**config.mk**
```make
export PLATFORM = sky130hd
export DESIGN_NAME = csr_controller
export DESIGN_NICKNAME = d
export VERILOG_FILES = /design/src/rtl/csr_pkg.sv /design/src/rtl/csr_controller.sv
export SDC_FILE = /design/constraint.sdc
export NUM_CORES = 1
export LEC_CHECK = 0
export ABC_AREA = 0
export CORE_MARGIN = 2
export CORE_UTILIZATION = 25
export DETAILED_ROUTE_END_ITERATION = 10
export SLEW_MARGIN = 10
export SYNTH_ARGS = -nofsm -noshare
export SYNTH_HDL_FRONTEND = slang
export SYNTH_SLANG_ARGS = --single-unit
```
**constraint.sdc**
```tcl
create_clock -name clk_i -period 7.43 [get_ports clk_i]
set_input_delay 1.8575 -clock clk_i [delete_from_list [all_inputs] [get_ports clk_i]]
set_output_delay 1.8575 -clock clk_i [all_outputs]
set_load 0.05 [all_outputs]
```
**src/rtl/csr_pkg.sv**
```systemverilog
// Machine-mode CSR addresses and Zicsr funct3 opcodes shared by the CSR file
// and its users.
package csr_pkg;

    localparam logic [11:0] MIE_ADDR      = 12'h304;
    localparam logic [11:0] MTVEC_ADDR    = 12'h305;
    localparam logic [11:0] MSCRATCH_ADDR = 12'h340;
    localparam logic [11:0] MEPC_ADDR     = 12'h341;
    localparam logic [11:0] MCAUSE_ADDR   = 12'h342;

    localparam logic [2:0] CSR_RW  = 3'b001;
    localparam logic [2:0] CSR_RS  = 3'b010;
    localparam logic [2:0] CSR_RC  = 3'b011;
    localparam logic [2:0] CSR_RWI = 3'b101;
    localparam logic [2:0] CSR_RSI = 3'b110;
    localparam logic [2:0] CSR_RCI = 3'b111;

endpackage

```
**src/rtl/csr_controller.sv**
```systemverilog
// Machine-mode CSR file: Zicsr read-modify-write on mie/mtvec/mscratch/mepc/mcause,
// trap capture of mepc/mcause, and direct exports for interrupt and PC logic.
module csr_controller
    import csr_pkg::*;
(
    input  logic        clk_i,
    input  logic        rst_i,
    input  logic [2:0]  opcode_i,
    input  logic [11:0] addr_i,
    input  logic [31:0] pc_i,
    input  logic [31:0] mcause_i,
    input  logic [31:0] rs1_data_i,
    input  logic [31:0] imm_data_i,
    input  logic        write_enable_i,
    input  logic        trap_i,
    output logic [31:0] read_data_o,
    output logic [31:0] mie_o,
    output logic [31:0] mepc_o,
    output logic [31:0] mtvec_o
);

    logic [31:0] r_mie;
    logic [31:0] r_mtvec;
    logic [31:0] r_mscratch;
    logic [31:0] r_mepc;
    logic [31:0] r_mcause;

    logic [31:0] w_old;
    logic [31:0] w_wdata;
    logic        w_op_valid;
    logic        w_wr;
    logic        w_we_mie;
    logic        w_we_mtvec;
    logic        w_we_mscratch;
    logic        w_we_mepc;
    logic        w_we_mcause;

    always_comb begin
        w_old = '0;
        case (addr_i)
            MIE_ADDR:      w_old = r_mie;
            MTVEC_ADDR:    w_old = r_mtvec;
            MSCRATCH_ADDR: w_old = r_mscratch;
            MEPC_ADDR:     w_old = r_mepc;
            MCAUSE_ADDR:   w_old = r_mcause;
            default:       w_old = '0;
        endcase
    end

    always_comb begin
        w_wdata    = '0;
        w_op_valid = 1'b1;
        case (opcode_i)
            CSR_RW:  w_wdata = rs1_data_i;
            CSR_RS:  w_wdata = rs1_data_i | w_old;
            CSR_RC:  w_wdata = ~rs1_data_i & w_old;
            CSR_RWI: w_wdata = imm_data_i;
            CSR_RSI: w_wdata = imm_data_i | w_old;
            CSR_RCI: w_wdata = ~imm_data_i & w_old;
            default: w_op_valid = 1'b0;
        endcase
    end

    assign w_wr          = write_enable_i & w_op_valid;
    assign w_we_mie      = w_wr & (addr_i == MIE_ADDR);
    assign w_we_mtvec    = w_wr & (addr_i == MTVEC_ADDR);
    assign w_we_mscratch = w_wr & (addr_i == MSCRATCH_ADDR);
    assign w_we_mepc     = w_wr & (addr_i == MEPC_ADDR);
    assign w_we_mcause   = w_wr & (addr_i == MCAUSE_ADDR);

    always_ff @(posedge clk_i) begin
        if (rst_i) begin
            r_mie      <= '0;
            r_mtvec    <= '0;
            r_mscratch <= '0;
            r_mepc     <= '0;
            r_mcause   <= '0;
        end else begin
            if (w_we_mie)      r_mie      <= w_wdata;
            if (w_we_mtvec)    r_mtvec    <= w_wdata;
            if (w_we_mscratch) r_mscratch <= w_wdata;
            // A trap overrides a same-cycle CSR write to mepc/mcause.
            if (trap_i) begin
                r_mepc   <= pc_i;
                r_mcause <= mcause_i;
            end else begin
                if (w_we_mepc)   r_mepc   <= w_wdata;
                if (w_we_mcause) r_mcause <= w_wdata;
            end
        end
    end

    assign read_data_o = w_old;
    assign mie_o       = r_mie;
    assign mepc_o      = r_mepc;
    assign mtvec_o     = r_mtvec;

endmodule

```
After elaboration in Yosys (flattened, before gate mapping)
Cells that the tools add are included.
{"block": "totals", "elab_cells": 38, "in_bits": 147, "regBits": 160}
{"block": "classes", "eq_ne": 11, "muxes": 7, "n_reduce_logical": 3, "bitwise_logic": 12}
{"operator": "$pmux 32 s6", "n": 1}
{"operator": "$pmux 32 s5", "n": 1}
{"operator": "$mux 32", "n": 4}
{"operator": "$and 32x32->32", "n": 2}
{"operator": "$not 32->32", "n": 2}
{"operator": "$or 32x32->32", "n": 2}
{"operator": "$eq 12x10->1 const B", "n": 5}
{"operator": "$eq 3x3->1 const B", "n": 3}
{"operator": "$and 1x1->1", "n": 6}
{"operator": "$eq 3x2->1 const B", "n": 2}
{"operator": "$reduce_or 6->1", "n": 1}
{"operator": "$reduce_bool 2->1", "n": 2}
{"operator": "$eq 3x1->1 const B", "n": 1}
{"operator": "$mux 1", "n": 1}

Logic depth before layout (Yosys ltp)
{"block": "depth", "word_depth": 7, "ltp_mapped": 9, "depth_no_buf": 5}

Worst setup path before layout
Ideal clock, no wire load.
{"block": "synth_timing", "kind": "input port to output port", "start": "input port addr_i[3]", "end": "output port read_data_o[10]", "cell_stages": 5, "t_arrival_ns": 3.983, "t_required_ns": 5.572, "slack_ns": 1.590, "path_cell_list": "nor4_1 > buf_2 > buf_2 > nand4_1 > o21ai_0"}
{"block": "synth_via", "elab_chain_cells": 2}
{"element": "start, declared", "line_no": "csr_controller.sv:9", "rtl": "input logic [11:0] addr_i,"}
{"element": "$eq 12x10->1", "line_no": "csr_controller.sv:40", "rtl": "case (addr_i)"}
{"element": "$pmux 32 s5 *", "line_no": "csr_controller.sv:40"}
{"element": "end, declared", "line_no": "csr_controller.sv:16", "rtl": "output logic [31:0] read_data_o,"}
Mark *: on every way between the ends. The rest lies on a longest branch, timed or not.

Worst setup path in the final report
{"block": "layout_timing", "start": "input port addr_i[2]", "end": "output port read_data_o[9]"}
The elaborated chain is that of the path after synthesis.

==> reports/qor.yml <==
clock_network:
  clk_latency_ns: 0.44
  tritoncts: "built"
  ctsResizeCount: 0
  ctsLongestPathBuffers: 2
  ctsHtreeMaxLevel: 4
  cts_setup_buffers: 0
  cts_sinks: 160
  clkTransAtPathRegs_ns: 0.07
  numCtsBuffers: 17
  ctsHoldBuffers: 0
  root_buffer: "clkbuf_16"
power_and_ir_drop:
  vdd_drop_max_mv: 0.137
  total_leakage_power_nw: 4.73
  p_per_area_nw_per_um2: 164
yosys:
  synth.distinct_cells: 76
  synth_cells: 1177
  ys.flop_type: "dfxtp_1"
  synth.cell_area_sq_um: 9560
  ys_seq_elements: 160
  seq_area_frac_synth: 0.335
  synth_edf_count: 0
  synth.avg_cell_area_sq_um: 8.12
  ys_warn_count: 0
  netlist.area_leader.share: 0.335
  yosys-top-cells-area: "dfxtp_1 34%, a21oi_1 6.2%, o21ai_0 5.9%"
  async_flop_share: 0
  synth_area_leader_cell: "dfxtp_1"
  synth_fp_nets: 1324
timing:
  clock.fmax_mhz: 156
  setup-violations-final: 0
  period_minus_slack_ns: 6.39
  rsz0062_at_grt: "false"
  worstMarginPinSlew_ns: 1.20
  tns_ns: 0
  relSlewSlack: 0.195
  period_share: 0.860
  hold_viol_final: 0
  finalClockSkew_ns: 0.0105
  final_max_slew_viol_count: 0
global_routing:
  grt_first_pass_wirelength_mm: 69.2
  grt_max_degree: 73
  overflow: 0
  grt.total_usage: 0.235
  antenna_found_initial: 0
  grt_pass1_vias: 10700
floorplan:
  die_y_um: 200
  row_count: 71
  dieArea_sq_um: 39800
  start_util: 0.254
  core_sq_um: 37700
  die_w_um: 200
  ios: 275
routing:
  first_iter_violations: 1224
  via_per_inst: 5.77
  routedWlPerCell_um: 25.0
  ant_nets: 0
  drcViolationCount: 0
  firstDrtPassIters: 5
  totalWireLength_mm: 47.5
  num_vias: 11000
place:
  port_buffers: 274
  hpwl_mm: 35.0
  place_congestion: 0.942
  placed_area_sq_um: 13000
cells_and_area:
  antenna_cells: 0
  area_growth_pct: 42.0
  drive_gt1_frac: 0.122
  fill_cells: 3918
  final_area_sq_um: 13600
  fin_nets: 1527
outcome:
  status: "finished clean"
critical_path:
  required_ns: 5.57
  cpMaxStageDelayCell: "nor4_4"
  r2r_cells: 5
  critPathCaptureType: "output port"
  cp_max_fo: 35
  worstSetupPathType: "in -> out"
  cp.arrival_ns: 4.54
  crit_path_cell_trace: "clkdlybuf4s50_1 -> buf_4 -> nand2b_1 -> nor4_4 -> a21oi_1 -> nand2b_1 -> buf_12"
  critPathMaxStageDelay_ns: 0.77
  cp-start-kind: "input pin"
  crit_top_cell: "nand2b_1"
job:
  max_cap_viol_count: 0
worst_hold_path:
  hold_path_depth: 2
  hp-class: "reg -> reg"
[registers in the layout, indices dropped and copies added (netlist names)]
| register | cells |
|---|---|
| r_mscratch | 32 |
| mepc_o | 32 |
| mtvec_o | 32 |
| r_mcause | 32 |
| mie_o | 32 |
[area by class of cell]
type / count / area, sq um / share of cell area
Inverter: 8 / 30.0 / 0.00221
Clock buffer: 18 / 439 / 0.0324
Tap cell: 511 / 639 / 0.0471
Timing Repair Buffer: 308 / 3230 / 0.238
Sequential cell: 160 / 3200 / 0.236
Clock inverter: 14 / 169 / 0.0124
Multi-Input combinational cell: 885 / 5870 / 0.432
[power by group]
group / internal, W / total [W] / switching (W)
Clock: 0.000489 / 0.000920 / 0.000431
Combinational: 0.000162 / 0.000405 / 0.000243
Sequential: 0.000879 / 0.000899 / 0.0000194
[Yosys cell counts (10+ instances only)]
cell type / instances
o21ai_1: 35
mux2_2: 20
a32oi_1: 10
mux2i_1: 23
nand2_1: 55
nor2_1: 57
buf_2: 22
a31oi_1: 23
clkbuf_1: 92
nand3b_1: 20
o22ai_1: 20
a2111oi_0: 11
o21ai_0: 112
nand3_1: 19
dfxtp_1: 160
o2bb2ai_1: 21
and3_1: 17
a22oi_1: 28
nand2b_1: 10
nor4_1: 15
nand4_1: 31
nor4bb_1: 13
o221a_2: 15
and3b_1: 14
a21oi_1: 119
o2111ai_1: 11
nor3_1: 24
o221ai_1: 15
nor2b_1: 28
[path summary, 6_finish.rpt]
kind / endpoint / startpoint / slack, ns
max: read_data_o[9] / addr_i[2] / 1.04
max reg2reg: r_mcause[8] / mie_o[8] / 5.26
min: r_mscratch[9] / r_mscratch[9] / 0.47
min reg2reg: r_mscratch[9] / r_mscratch[9] / 0.47
[kinds of logic (layout without fill, tap and decap cells)]
family | after synthesis | count (layout) | share of synthesized area
XOR/XNOR | 5 | 5 | 0.00458
AND/OR/NAND/NOR | 351 | 351 | 0.221
flip-flops | 160 | 160 | 0.335
multiplexers | 43 | 43 | 0.0477
AO/OA/AOI/OAI | 486 | 486 | 0.335
buffers and inverters | 132 | 348 | 0.0563
[layer usage]
| layer | track usage | part of all wire | vias up |
|---|---|---|---|
| li1 | - | - | 5004 |
| met1 | 0.297 | 0.41 | 5324 |
| met2 | 0.390 | 0.47 | 600 |
| met3 | 0.0473 | 0.086 | 65 |
| met4 | 0.0927 | 0.036 | 0 |
| met5 | 0 | 0 | - |
[per-stage QoR]
step	hold slack (ns)	total power, W	instances	util	worst slack (ns)
after floorplan	0.427	0.00113	1177	-	1.59
after global routing	0.486	0.00230	1904	0.360	0.970
after CTS	0.464	0.00223	1904	0.360	1.13
after global placement	0.450	0.00132	1872	0.344	1.17
final	0.474	0.00222	1904	0.360	1.04
after detailed placement	0.449	0.00132	1872	0.344	1.14
[placed cells by master (no fill, tap or decap), types with 6 or more instances in the layout]
| master | Yosys | routed |
|---|---|---|
| nand3_1 | 19 | 19 |
| o221a_2 | 15 | 15 |
| nor4_1 | 15 | 14 |
| nor4bb_1 | 13 | 12 |
| inv_1 | 8 | 7 |
| o22ai_1 | 20 | 20 |
| a221o_1 | 6 | 6 |
| clkbuf_16 | 0 | 17 |
| nor2_1 | 57 | 57 |
| and4b_1 | 6 | 6 |
| a22o_1 | 7 | 7 |
| a32oi_1 | 10 | 10 |
| buf_2 | 22 | 6 |
| and3_1 | 17 | 17 |
| a221oi_1 | 7 | 7 |
| a21oi_1 | 119 | 119 |
| and3b_1 | 14 | 14 |
| clkdlybuf4s50_1 | 0 | 236 |
| o21ai_1 | 35 | 35 |
| mux2_2 | 20 | 20 |
| dfxtp_1 | 160 | 160 |
| a22oi_1 | 28 | 28 |
| o221ai_1 | 15 | 15 |
| mux2i_1 | 23 | 23 |
| nand4_1 | 31 | 31 |
| buf_4 | 0 | 39 |
| nand2_1 | 55 | 55 |
| buf_12 | 0 | 27 |
| o21a_1 | 6 | 6 |
| nand2b_1 | 10 | 10 |
| o2111ai_1 | 11 | 11 |
| nand3b_1 | 20 | 20 |
| o21ai_0 | 112 | 112 |
| a31oi_1 | 23 | 23 |
| a2111oi_0 | 11 | 11 |
| nor3_1 | 24 | 22 |
| o2bb2ai_1 | 21 | 21 |
| nor2b_1 | 28 | 28 |
[critical path: cells and delay by family]
family | cells | cell delay (ns)
AOI/OAI and AO/OA | 1 | 0.20
and+or+nand+nor | 3 | 1.25
buffers and inverters | 3 | 1.22
(Power assumes the default switching activity.)
